--- config.mk ---
export PLATFORM = sky130hd
export DESIGN_NAME = grad_magdir_pipe_flat
export DESIGN_NICKNAME = d
export VERILOG_FILES = /design/src/rtl/grad_magdir_pipe_if.sv /design/src/rtl/grad_magdir_pipe.sv /design/src/flat_wrapper.sv
export SDC_FILE = /design/constraint.sdc
export NUM_CORES = 1
export LEC_CHECK = 0
export CAP_MARGIN = 20
export CORE_ASPECT_RATIO = 0.7
export CORE_MARGIN = 4
export CORE_UTILIZATION = 46
export DETAILED_ROUTE_END_ITERATION = 8
export PLACE_DENSITY = 0.68
export SYNTH_ARGS = -nofsm -noshare
export SYNTH_HDL_FRONTEND = slang
export SYNTH_SLANG_ARGS = --single-unit
--- constraint.sdc ---
create_clock -name clk -period 7.5 [get_ports clk]
set_clock_uncertainty 0.15 [all_clocks]
set_input_delay 1.125 -clock clk [delete_from_list [all_inputs] [get_ports clk]]
set_output_delay 1.125 -clock clk [all_outputs]
set_load 0.005 [all_outputs]
--- src/rtl/grad_magdir_pipe_if.sv ---
// rtl/grad_magdir_pipe_if.sv - gradient pair in, magnitude/direction/edge out, handshake bundle
interface grad_magdir_pipe_if #(
    parameter int IN_W  = 16,
    parameter int MAG_W = 16,
    parameter int CNT_W = 12
);
    logic                   in_valid;
    logic                   in_ready;
    logic signed [IN_W-1:0] dx;
    logic signed [IN_W-1:0] dy;
    logic                   in_last;
    logic                   mag_mode;
    logic [MAG_W-1:0]       thresh;
    logic                   out_valid;
    logic                   out_ready;
    logic [MAG_W-1:0]       magnitude;
    logic [1:0]             dir;
    logic                   edge_flag;
    logic                   out_last;
    logic [CNT_W-1:0]       edge_count;
    logic                   count_valid;

    modport slave (
        input  in_valid, dx, dy, in_last, mag_mode, thresh, out_ready,
        output in_ready, out_valid, magnitude, dir, edge_flag, out_last,
               edge_count, count_valid
    );

    modport master (
        output in_valid, dx, dy, in_last, mag_mode, thresh, out_ready,
        input  in_ready, out_valid, magnitude, dir, edge_flag, out_last,
               edge_count, count_valid
    );
endinterface

--- src/rtl/grad_magdir_pipe.sv ---
// rtl/grad_magdir_pipe.sv - 3-stage gradient magnitude, 4-sector direction, edge flag and per-line edge count
module grad_magdir_pipe #(
    parameter int IN_W  = 16,
    parameter int MAG_W = 16,
    parameter int CNT_W = 12
) (
    input logic               clk,
    input logic               rst,
    grad_magdir_pipe_if.slave bus
);
    localparam int RW = IN_W + 1;
    localparam int PW = IN_W + 10;
    localparam int SW = (RW > MAG_W) ? RW + 1 : MAG_W + 1;

    logic             advance;
    logic             xfer;
    logic [IN_W-1:0]  dx_u, dy_u;
    logic [IN_W-1:0]  mx, mn;
    logic [PW-1:0]    ay_sh, ax_lo, ax_hi;
    logic [SW-1:0]    raw_ext;
    logic [MAG_W-1:0] sat_mag;
    logic [CNT_W-1:0] cnt_inc;

    logic             s1_v_q, s1_v_d, s1_sgn_eq_q, s1_sgn_eq_d;
    logic             s1_mode_q, s1_mode_d, s1_last_q, s1_last_d;
    logic [IN_W-1:0]  s1_ax_q, s1_ax_d, s1_ay_q, s1_ay_d;

    logic             s2_v_q, s2_v_d, s2_lo_q, s2_lo_d, s2_hi_q, s2_hi_d;
    logic             s2_zero_q, s2_zero_d, s2_sgn_eq_q, s2_sgn_eq_d, s2_last_q, s2_last_d;
    logic [RW-1:0]    s2_raw_q, s2_raw_d;

    logic             s3_v_q, s3_v_d, s3_edge_q, s3_edge_d, s3_last_q, s3_last_d;
    logic [MAG_W-1:0] s3_mag_q, s3_mag_d;
    logic [1:0]       s3_dir_q, s3_dir_d;

    logic [CNT_W-1:0] cnt_q, cnt_d, edge_count_q, edge_count_d;
    logic             count_valid_q, count_valid_d;

    always_comb begin
        // Every stage moves together unless the output register is holding an unaccepted result.
        advance = !(s3_v_q && !bus.out_ready);
        xfer    = s3_v_q && bus.out_ready;
        dx_u    = bus.dx;
        dy_u    = bus.dy;

        s1_v_d      = bus.in_valid;
        s1_ax_d     = dx_u[IN_W-1] ? (~dx_u + IN_W'(1)) : dx_u;
        s1_ay_d     = dy_u[IN_W-1] ? (~dy_u + IN_W'(1)) : dy_u;
        s1_sgn_eq_d = (dx_u[IN_W-1] == dy_u[IN_W-1]);
        s1_mode_d   = bus.mag_mode;
        s1_last_d   = bus.in_last;

        mx    = (s1_ax_q >= s1_ay_q) ? s1_ax_q : s1_ay_q;
        mn    = (s1_ax_q >= s1_ay_q) ? s1_ay_q : s1_ax_q;
        // Sector boundaries: tan22.5 ~ 106/256, tan67.5 ~ 618/256, compared at full product width.
        ay_sh = PW'(s1_ay_q) << 8;
        ax_lo = PW'(s1_ax_q) * PW'(106);
        ax_hi = PW'(s1_ax_q) * PW'(618);

        s2_v_d      = s1_v_q;
        s2_lo_d     = (ay_sh < ax_lo);
        s2_hi_d     = (ay_sh > ax_hi);
        s2_zero_d   = (s1_ax_q == '0) && (s1_ay_q == '0);
        s2_sgn_eq_d = s1_sgn_eq_q;
        s2_last_d   = s1_last_q;
        s2_raw_d    = s1_mode_q ? (RW'(mx) + RW'(mn >> 2) + RW'(mn >> 3))
                                : (RW'(s1_ax_q) + RW'(s1_ay_q));

        raw_ext = SW'(s2_raw_q);
        sat_mag = (raw_ext > SW'({MAG_W{1'b1}})) ? {MAG_W{1'b1}} : MAG_W'(raw_ext);

        s3_v_d    = s2_v_q;
        s3_mag_d  = sat_mag;
        s3_edge_d = (sat_mag >= bus.thresh);
        s3_last_d = s2_last_q;
        if (s2_zero_q || s2_lo_q) begin
            s3_dir_d = 2'd0;
        end else if (s2_hi_q) begin
            s3_dir_d = 2'd2;
        end else begin
            s3_dir_d = s2_sgn_eq_q ? 2'd1 : 2'd3;
        end

        cnt_inc       = (s3_edge_q && (cnt_q != {CNT_W{1'b1}})) ? cnt_q + CNT_W'(1) : cnt_q;
        count_valid_d = xfer && s3_last_q;
        edge_count_d  = count_valid_d ? cnt_inc : edge_count_q;
        cnt_d         = cnt_q;
        if (xfer) begin
            cnt_d = s3_last_q ? '0 : cnt_inc;
        end
    end

    always_ff @(posedge clk or posedge rst) begin
        if (rst) begin
            s1_v_q        <= 1'b0;
            s1_ax_q       <= '0;
            s1_ay_q       <= '0;
            s1_sgn_eq_q   <= 1'b0;
            s1_mode_q     <= 1'b0;
            s1_last_q     <= 1'b0;
            s2_v_q        <= 1'b0;
            s2_lo_q       <= 1'b0;
            s2_hi_q       <= 1'b0;
            s2_zero_q     <= 1'b0;
            s2_sgn_eq_q   <= 1'b0;
            s2_last_q     <= 1'b0;
            s2_raw_q      <= '0;
            s3_v_q        <= 1'b0;
            s3_mag_q      <= '0;
            s3_dir_q      <= '0;
            s3_edge_q     <= 1'b0;
            s3_last_q     <= 1'b0;
            cnt_q         <= '0;
            edge_count_q  <= '0;
            count_valid_q <= 1'b0;
        end else begin
            if (advance) begin
                s1_v_q      <= s1_v_d;
                s1_ax_q     <= s1_ax_d;
                s1_ay_q     <= s1_ay_d;
                s1_sgn_eq_q <= s1_sgn_eq_d;
                s1_mode_q   <= s1_mode_d;
                s1_last_q   <= s1_last_d;
                s2_v_q      <= s2_v_d;
                s2_lo_q     <= s2_lo_d;
                s2_hi_q     <= s2_hi_d;
                s2_zero_q   <= s2_zero_d;
                s2_sgn_eq_q <= s2_sgn_eq_d;
                s2_last_q   <= s2_last_d;
                s2_raw_q    <= s2_raw_d;
                s3_v_q      <= s3_v_d;
                s3_mag_q    <= s3_mag_d;
                s3_dir_q    <= s3_dir_d;
                s3_edge_q   <= s3_edge_d;
                s3_last_q   <= s3_last_d;
            end
            cnt_q         <= cnt_d;
            edge_count_q  <= edge_count_d;
            count_valid_q <= count_valid_d;
        end
    end

    assign bus.in_ready    = advance;
    assign bus.out_valid   = s3_v_q;
    assign bus.magnitude   = s3_mag_q;
    assign bus.dir         = s3_dir_q;
    assign bus.edge_flag   = s3_edge_q;
    assign bus.out_last    = s3_last_q;
    assign bus.edge_count  = edge_count_q;
    assign bus.count_valid = count_valid_q;
endmodule

--- src/flat_wrapper.sv ---
// flat-port wrapper written by rule: the top's interface ports become plain ports
module grad_magdir_pipe_flat 
#(
    parameter int IN_W  = 16,
    parameter int MAG_W = 16,
    parameter int CNT_W = 12
)
  (clk, rst, bus_in_valid, bus_dx, bus_dy, bus_in_last, bus_mag_mode, bus_thresh, bus_out_ready, bus_in_ready, bus_out_valid, bus_magnitude, bus_dir, bus_edge_flag, bus_out_last, bus_edge_count, bus_count_valid);
  grad_magdir_pipe_if #(.IN_W(IN_W), .MAG_W(MAG_W), .CNT_W(CNT_W)) bus_i ();
  input logic clk;
  input logic rst;
  input wire logic [$bits(bus_i.in_valid)-1:0] bus_in_valid;
  input wire logic [$bits(bus_i.dx)-1:0] bus_dx;
  input wire logic [$bits(bus_i.dy)-1:0] bus_dy;
  input wire logic [$bits(bus_i.in_last)-1:0] bus_in_last;
  input wire logic [$bits(bus_i.mag_mode)-1:0] bus_mag_mode;
  input wire logic [$bits(bus_i.thresh)-1:0] bus_thresh;
  input wire logic [$bits(bus_i.out_ready)-1:0] bus_out_ready;
  output wire logic [$bits(bus_i.in_ready)-1:0] bus_in_ready;
  output wire logic [$bits(bus_i.out_valid)-1:0] bus_out_valid;
  output wire logic [$bits(bus_i.magnitude)-1:0] bus_magnitude;
  output wire logic [$bits(bus_i.dir)-1:0] bus_dir;
  output wire logic [$bits(bus_i.edge_flag)-1:0] bus_edge_flag;
  output wire logic [$bits(bus_i.out_last)-1:0] bus_out_last;
  output wire logic [$bits(bus_i.edge_count)-1:0] bus_edge_count;
  output wire logic [$bits(bus_i.count_valid)-1:0] bus_count_valid;
  assign bus_i.in_valid = bus_in_valid;
  assign bus_i.dx = bus_dx;
  assign bus_i.dy = bus_dy;
  assign bus_i.in_last = bus_in_last;
  assign bus_i.mag_mode = bus_mag_mode;
  assign bus_i.thresh = bus_thresh;
  assign bus_i.out_ready = bus_out_ready;
  assign bus_in_ready = bus_i.in_ready;
  assign bus_out_valid = bus_i.out_valid;
  assign bus_magnitude = bus_i.magnitude;
  assign bus_dir = bus_i.dir;
  assign bus_edge_flag = bus_i.edge_flag;
  assign bus_out_last = bus_i.out_last;
  assign bus_edge_count = bus_i.edge_count;
  assign bus_count_valid = bus_i.count_valid;
  grad_magdir_pipe #(.IN_W(IN_W), .MAG_W(MAG_W), .CNT_W(CNT_W)) u_core (.clk(clk), .rst(rst), .bus(bus_i));
endmodule
==> impl_metrics.py <==
metrics = {
    "status": {
        "status": "finished, final reports clean",
    },
    "synthesis": {
        "yosys_warnings": 0,
        "synth.largest_area_cell": "dfrtp_1",
        "synthDominantCellAreaShare": 0.2072,
        "syn-num-nets": 1818,
        "synth-xor-area-share": 0.06700,
        "synthTopCellsByCount": "inv_1 (245), ha_1 (208), nand2_1 (138)",
        "synth_top_family_by_area": "adder cells",
        "synth-edff-count": 0,
        "synth_cell_types": 76,
        "synthSimpleGateAreaFrac": 0.1308,
        "yosysMostFrequentCell": "inv_1",
        "synthMuxAreaShare": 0.01895,
        "yosys-top-cells-area": "dfrtp_1 (21%), ha_1 (21%), fa_1 (12%), inv_1 (7.3%), o21ai_0 (4.5%)",
        "async_flop_share": 1.000,
        "synth-adder-area-share": 0.3284,
        "syn_area_um2": 12680,
        "syn-instance-count": 1478,
        "synth_compound_gate_area_share": 0.1634,
        "ys_seq_elements": 105,
        "avgSynthCellArea_um2": 8.579,
        "synth-seq-area-share": 0.2072,
        "synth_flop_cell": "dfrtp_1",
    },
    "clock_tree": {
        "ctsHoldBuffers": 0,
        "clk_pin_slew_worst_paths_ns": 0.08,
        "cts_root_buf": "clkbuf_16",
        "cts_setup_buffers": 0,
        "cts_tree": "yes",
        "clock_latency_ns": 0.37,
        "htreeDepth": 3,
        "post_cts_resized": 0,
        "cts_made_buffers": 9,
        "clk_path_buf_depth": 2,
        "clock-sinks": 105,
    },
    "grt": {
        "grt_overflow": 0,
        "grt_pass1_vias": 10350,
        "grt_max_degree": 65,
        "antenna_found_initial": 1,
        "grt.total_usage": 0.2291,
        "grt_pass1_wl_um": 55050,
    },
    "layout": {
        "final_nets": 1891,
        "drive_above_1_share": 0.05013,
        "area.growth.synth_to_final_pct": 12.28,
        "diodes": 0,
    },
    "job": {
        "maxCapViolCount": 0,
    },
    "worst_setup_path": {
        "crit_arrival_ns": 6.60,
        "crit_family": "adder cells",
        "rrSetupSlack_ns": 1.05,
        "critPathMaxStageDelay_ns": 0.55,
        "critPathMaxFanout": 10,
        "crit_buf_inv": 4,
        "crit_slowest_cell": "dfrtp_1",
        "worst-setup-path-type": "reg2reg",
        "worstSetupEndpointType": "flop",
        "critPathMostFrequentCell": "inv_1",
        "cp_data_required_time_ns": 7.65,
        "cp-start-kind": "flop",
    },
    "worst_hold_path": {
        "hold_path_class": "reg2reg",
    },
    "die": {
        "num_io_pins": 89,
        "start_util": 0.4703,
        "row_count": 50,
        "dieArea_um2": 30330,
        "die_height_um": 146.9,
        "die_w_um": 206.4,
        "design.core.area_um2": 26960,
    },
    "timing": {
        "fin_ws_ns": 1.052,
        "hold_violations": 0,
        "slew_viol_final": 0,
        "slew_headroom": 0.3276,
        "grt_setup_unrepaired": "false",
        "tightest_slew_ns": 1.009,
        "setup_viol_count_final": 0,
        "period_share": 0.8598,
        "max_freq_mhz": 155.1,
        "setup_total_negative_slack_ns": 0,
        "period_needed_ns": 6.448,
    },
    "detailed_routing": {
        "drc": 0,
        "drt_iter0_markers": 807,
        "route.vias.total": 10410,
        "firstDrtPassIters": 5,
        "wl_um": 34090,
        "antenna_left": 0,
        "viasPerCell": 5.422,
        "post_drt_wl_per_cell_um": 17.75,
    },
    "place": {
        "io_buffers": 88,
        "place_ws_ns": 1.154,
        "post-dp-hpwl_um": 27770,
        "gp_congestion": 0.9377,
    },
}
==> cell families after synthesis <==
family / Yosys count
AO/OA/AOI/OAI: 332
XOR/XNOR: 97
adder cells (fa/ha/maj): 286
buffers and inverters: 283
flip-flops: 105
multiplexers: 22
AND/OR/NAND/NOR: 353
==> worst register-to-register path: cells and delay by family, from the launching register on <==
family	cells	cell delay, ns
adder cells (fa/ha/maj)	6	2.54
buffers and inverters	4	0.23
flip-flops	1	0.55
XOR/XNOR	1	0.08
AND/OR/NAND/NOR	2	0.53
AO/OA/AOI/OAI	13	2.34
==> flip-flops by register name, summed over array words and instances, names as in the netlist <==
signal,flops
u_core.bus.dir,2
u_core.s2_sgn_eq_q,1
u_core.bus.count_valid,1
u_core.bus.edge_count,12
u_core.s2_v_q,1
u_core.s1_v_q,1
u_core.s1_ax_q,16
u_core.s1_last_q,1
u_core.bus.edge_flag,1
u_core.s2_lo_q,1
u_core.bus.out_last,1
u_core.bus.magnitude,16
u_core.s2_zero_q,1
u_core.s1_ay_q,16
u_core.cnt_q,12
u_core.s2_last_q,1
u_core.bus.out_valid,1
u_core.s2_raw_q,17
u_core.s2_hi_q,1
u_core.s1_mode_q,1
u_core.s1_sgn_eq_q,1
==> layer usage <==
metal | vias up | share of wire | track usage | routed length (um)
met3 | 40 | 0.089 | 0.07105 | 3035
met1 | 4960 | 0.49 | 0.3465 | 16750
li1 | 5104 | - | - | -
met4 | 0 | 0.015 | 0.04721 | 519
met5 | - | 0 | 0 | 0
met2 | 306 | 0.40 | 0.3214 | 13780
==> cells in the final DEF, fill, tap and decap left out, drive strengths merged, types with 14 or more instances in the layout <==
cell and instances:
nor3 17, xnor2 41, fa 78, clkdlybuf4s50 88, ha 208, nand2b 17, o21ai 123, xor2 56
nand3 14, inv 248, nand2 138, a21oi 86, mux2 16, o31ai 19, nor2b 15, dfrtp 105
nor2 78, a21o 19, or2 20
==> through the flow <==
stage | hold slack (ns) | cells | util | instance area [um2]
2_1_floorplan | 0.2800 | 1478 | - | 12680
3_3_place_gp | 0.2931 | 1904 | 0.5180 | 13970
3_5_place_dp | 0.2975 | 1904 | 0.5180 | 13970
4_1_cts | 0.3139 | 1920 | 0.5280 | 14240
5_1_grt | 0.3409 | 1920 | 0.5280 | 14240
6_report | 0.3090 | 1920 | 0.5280 | 14240
==> layout make-up <==
type | instances | area (um2)
clock buffers | 10 | 229.0
fillers | 2513 | 12730
multi-input cells | 1090 | 8994
inverters | 246 | 925.9
repair buffers | 99 | 963.4
well taps | 364 | 455.4
clock inverters | 6 | 41.29
flip-flops and latches | 105 | 2628
==> worst paths after layout <==
check	cells past startpoint	end	start
worst max register to register	26	u_core.s2_hi_q$_DFFE_PP0N_	u_core.s1_ax_q[10]$_DFFE_PP0N_
worst min-delay path	2	u_core.s2_v_q$_DFFE_PP0N_	u_core.s2_v_q$_DFFE_PP0N_
worst min register to register	2	u_core.s2_v_q$_DFFE_PP0N_	u_core.s2_v_q$_DFFE_PP0N_
worst max-delay path	26	u_core.s2_hi_q$_DFFE_PP0N_	u_core.s1_ax_q[10]$_DFFE_PP0N_
min in group asynchronous	2	u_core.s1_ay_q[15]$_DFFE_PP0N_	rst
max in group asynchronous	3	u_core.s2_raw_q[6]$_DFFE_PP0N_	rst
Power is left out: the tool's default activity adds up to more than one toggle a clock period on the data nets, which glitch-free logic cannot reach.
